[config.mk]
export PLATFORM = sky130hd
export DESIGN_NAME = instr_fetch
export DESIGN_NICKNAME = d
export VERILOG_FILES = /design/src/rtl/instr_fetch.sv
export SDC_FILE = /design/constraint.sdc
export NUM_CORES = 1
export LEC_CHECK = 0
export ABC_AREA = 1
export CAP_MARGIN = 20
export CORE_MARGIN = 2
export CORE_UTILIZATION = 35
export CTS_CLUSTER_DIAMETER = 150
export DETAILED_ROUTE_END_ITERATION = 8
export PLACE_DENSITY = 0.59
export SKIP_CTS_REPAIR_TIMING = 1
export SLEW_MARGIN = 20
export SYNTH_ARGS = -nofsm -noshare
export SYNTH_HDL_FRONTEND = slang
export SYNTH_SLANG_ARGS = --single-unit
export TNS_END_PERCENT = 10
[constraint.sdc]
create_clock -name clk -period 1.9 [get_ports clk]
set_input_delay 0.475 -clock clk [delete_from_list [all_inputs] [get_ports clk]]
set_output_delay 0.475 -clock clk [all_outputs]
set_load 0.03 [all_outputs]
[src/rtl/instr_fetch.sv]
// instr_fetch: fetch stage of the 16-bit core.
// Holds the PC, issues instruction-memory reads, and buffers fetched words
// in a 2-entry {instr, pc} queue that feeds decode.
// Optional macro FETCH_BYPASS_EN: an ack landing on an empty queue is
// presented to decode in the same cycle (zero-latency fetch).
module instr_fetch #(
  parameter logic [15:0] RESET_PC = 16'h0000
) (
  input  logic        clk,
  input  logic        rst,
  output logic        imem_req,
  output logic [15:0] imem_addr,
  input  logic        imem_ack,
  input  logic [15:0] imem_data,
  input  logic        stall,
  input  logic        redirect,
  input  logic [15:0] redirect_pc,
  output logic [15:0] instr,
  output logic [15:0] instr_pc,
  output logic        instr_valid,
  output logic        halted,
  output logic        err
);

  typedef enum logic [1:0] {S_RUN, S_HALT, S_ERR} state_t;

  state_t            state, state_nx;
  logic [15:0]       pc;
  logic [1:0]        cnt;
  logic              wr_ptr, rd_ptr;
  logic [1:0][15:0]  q_instr;
  logic [1:0][15:0]  q_pc;

  logic fire, redir, accept, push, pop, halt_word;

  // Request is gated by rst so it drops the instant reset asserts.
  assign imem_req  = rst & (state == S_RUN) & (cnt < 2'd2);
  assign imem_addr = pc;
  assign fire      = imem_req & imem_ack;
  // ERR ignores redirects; only reset leaves it.
  assign redir     = redirect & (state != S_ERR);
  // A word is captured (PC advances) only when no redirect wins the cycle.
  assign accept    = fire & ~redir;
  assign halt_word = (imem_data[15:11] == 5'b00000);
  assign halted    = (state == S_HALT);
  assign err       = (state == S_ERR);

`ifdef FETCH_BYPASS_EN
  logic byp;
  assign byp = (cnt == 2'd0) & accept;

  // Empty queue: a same-cycle ack is forwarded straight to decode.
  always_comb begin
    instr_valid = (cnt != 2'd0) | byp;
    instr       = q_instr[rd_ptr];
    instr_pc    = q_pc[rd_ptr];
    if (byp) begin
      instr    = imem_data;
      instr_pc = pc;
    end
  end

  // A bypassed word that decode accepts never enters the queue.
  assign push = accept & ~(byp & ~stall);
  assign pop  = (cnt != 2'd0) & ~stall;
`else
  assign instr_valid = (cnt != 2'd0);
  assign instr       = q_instr[rd_ptr];
  assign instr_pc    = q_pc[rd_ptr];
  assign push        = accept;
  assign pop         = instr_valid & ~stall;
`endif

  // Next state: redirect restarts fetch (or traps on an odd target); a
  // captured HALT opcode stops further requests.
  always_comb begin
    state_nx = state;
    if (redir)
      state_nx = redirect_pc[0] ? S_ERR : S_RUN;
    else if ((state == S_RUN) && accept && halt_word)
      state_nx = S_HALT;
  end

  // State register.
  always_ff @(posedge clk or negedge rst) begin
    if (!rst) state <= S_RUN;
    else      state <= state_nx;
  end

  // PC and queue: redirect flushes and reloads the PC, otherwise push/pop.
  always_ff @(posedge clk or negedge rst) begin
    if (!rst) begin
      pc      <= RESET_PC;
      cnt     <= 2'd0;
      wr_ptr  <= 1'b0;
      rd_ptr  <= 1'b0;
      q_instr <= '0;
      q_pc    <= '0;
    end else if (redir) begin
      cnt    <= 2'd0;
      wr_ptr <= 1'b0;
      rd_ptr <= 1'b0;
      if (!redirect_pc[0]) pc <= redirect_pc;
    end else begin
      if (accept) pc <= pc + 16'd2;
      if (push) begin
        q_instr[wr_ptr] <= imem_data;
        q_pc[wr_ptr]    <= pc;
        wr_ptr          <= ~wr_ptr;
      end
      if (pop) rd_ptr <= ~rd_ptr;
      cnt <= cnt + {1'b0, push} - {1'b0, pop};
    end
  end

endmodule

==> results.tsv <==
metric	value	unit
status	finished clean	
finalHoldViolations	0	
grt_pass1_wl	17400	um
worstPathArrival	1.37	ns
max_freq	541	MHz
drtPass1Iterations	4	
ir_worst_vdd	0.834	mV
slew_violations	0	
dp_hpwl	7230	um
seq_area_frac_synth	47.8	%
core_area	0.0121	mm2
rsz0062_at_grt	true	
synth_area	0.00435	mm2
regArea	0.00208	mm2
initial_core_util	36.0	%
swShare	44.6	%
area_delta_synth_final	32.4	%
final_cell_mix	nand2_1 (232), dfrtp_1 (83), o21ai_2 (50)	
cp_slowest_cell	dfrtp_1	
max_cap_viol_count	0	
critPathKind	register to output port	
sequentialPowerShare	30.6	%
routedWlPerCell	12.8	um
critical_path_depth	5	
io_pins	89	
place_congestion	0.777	
clk_pin_slew_worst_paths	0.06	ns
synth.avg_cell_area	8.09	um2
routed_wl	10300	um
worstPathMaxFanout	13	
power-per-cell-area	1740	mW/mm2
cts.sink_count	83	
min_period	1.85	ns
grt_pass1_vias	3649	
drc	0	
min_path_type	input port to async pin	
cts_max_path_buffers	2	
intPower	5540	uW
grt_max_degree	84	
numCtsBuffers	9	
reg2reg_from	state[1]	
finalInstanceArea	0.00575	mm2
crit_path_end_kind	output port	
p_leak	0.00311	uW
antenna_left	0	
insertion_delay	0.33	ns
fin_skew	0.00652	ns
die-area	0.0133	mm2
ys_types	28	
path_common_cell	nand2_1	
max_stage_delay	0.41	ns
synth-seq-cells	83	
gr-total-overflow	0	
crit_path_start_kind	register	
worst_ep_required_time	1.42	ns
die_y	115	um
p_switching	4460	uW
place_area	0.00538	mm2
antenna_found_initial	0	
r2r-end	cnt[1]	
io_buffers	86	
setup_viol	0	
layout_commonest_cell	nand2_1	
rr_worst_depth	9	
drive_gt1_share	20.9	%
multi_input_area	0.00189	mm2
fillers	1203	
grtUsageTotal	16.5	%
finalCritPeriodShare	97.2	%
diodes	0	
total_power	10000	uW
cts_tree	yes	
drt_iter0_markers	234	
final_core_util	47.7	%
path_cells	inv_2, buf_12, nand2_1, nand2_1, buf_4	
die_w	115	um
synth_warnings	0	
worst-r2r-setup-slack	0.17	ns
combPwrFrac	51.9	%
routed_via_density	4.53	
path_buf_inv	3	
critPathTopFamily	buffers and inverters	
final_nets	672	
syn_inst	537	
clock_power_share	17.5	%
root_buffer	clkbuf_16	
cts_htree_levels	3	
vias	3650	
rows	40	
-- synth_stat cells --
cell type / count / area [um2]
ha_1: 3 / 37.5
nand4_1: 6 / 37.5
conb_1: 1 / 3.75
inv_1: 45 / 169
nand2_4: 3 / 33.8
buf_4: 5 / 37.5
xnor2_1: 2 / 17.5
nand2_2: 2 / 12.5
nand2_1: 232 / 871
inv_4: 1 / 6.26
o22ai_1: 1 / 6.26
o21ai_0: 6 / 30.0
a31oi_1: 2 / 12.5
dfrtp_1: 83 / 2080
or2_2: 2 / 12.5
nor2_2: 1 / 6.26
nor3_1: 1 / 5.00
nand4_4: 1 / 21.3
o21ai_1: 13 / 65.1
nor2_8: 1 / 20.0
nor2_1: 33 / 124
clkbuf_1: 7 / 26.3
buf_6: 13 / 146
a21oi_1: 1 / 5.00
o21bai_1: 1 / 7.51
xor2_1: 3 / 26.3
nand3_1: 18 / 90.1
o21ai_2: 50 / 438
-- worst max path at each step --
stage,from,end,slack (ns)
6_report,rd_ptr,instr_pc[6],0.05
5_1_grt,rd_ptr,instr[0],-0.02
3_5_place_dp,imem_ack,cnt[1],-0.21
4_1_cts,state[0],err,-0.26
2_1_floorplan,cnt[1],cnt[1],0.20
3_3_place_gp,imem_ack,cnt[1],-0.17
-- cell type report --
cell class                      count  share of cell area [%]
Sequential cell                    83                    36.1
Multi-Input combinational cell    384                    32.8
Timing Repair Buffer              108                    19.1
Clock buffer                        9                    3.92
Tap cell                          168                    3.65
Inverter                           46                    3.05
Clock inverter                      7                    1.33
-- logic make-up after synthesis --
kind of cell,count (synthesis),share of synthesized area (%)
buffers and inverters,71,8.87
DFF,83,47.8
AOI/OAI and AO/OA,74,13.0
other,1,0.0863
adders and majority gates,3,0.864
xor gates and xnor gates,5,1.01
and+or+nand+nor,300,28.4
-- stage by stage --
step                      std cells  setup slack [ns]  setup TNS [ns]  hold slack (ns)
after floorplan                 538             0.201               0            0.179
after global placement          789            -0.167          -0.345            0.463
after detailed placement        789            -0.209          -0.699            0.469
after CTS                       805            -0.255           -1.28            0.258
after global routing            805           -0.0218         -0.0226            0.284
final                           805            0.0528               0            0.236
-- worst reg2reg max path, stage by stage (launching register included) --
cell,delay (ns)
dfrtp_1,0.43
nor2_2,0.19
nand4_4,0.14
nor2_8,0.11
inv_1,0.06
ha_1,0.27
inv_1,0.04
ha_1,0.17
xor2_1,0.16
nor2_1,0.05
-- per-layer routing --
layer | up-vias | GRT usage (%) | wire length, um
li1 | 1866 | - | -
met1 | 1675 | 23.5 | 4950
met2 | 102 | 26.0 | 4670
met3 | 7 | 2.51 | 573
met4 | 0 | 4.98 | 81
met5 | - | 0 | 0
-- registers in the layout (all words and copies together) (netlist names) --
signal / cells
rd_ptr: 1
wr_ptr: 1
state: 2
q_pc: 30
q_instr: 32
imem_addr: 15
cnt: 2
-- power groups by stage --
stage,Sequential [uW],Clock [uW],Combinational (uW)
6_report,3060,1750,5190
5_1_grt,3180,1880,5720
3_5_place_dp,3080,0,5200
4_1_cts,3060,1810,5220
2_1_floorplan,3290,0,3110
3_3_place_gp,3050,0,5110
Note: power is estimated with default switching activity, not from simulation.
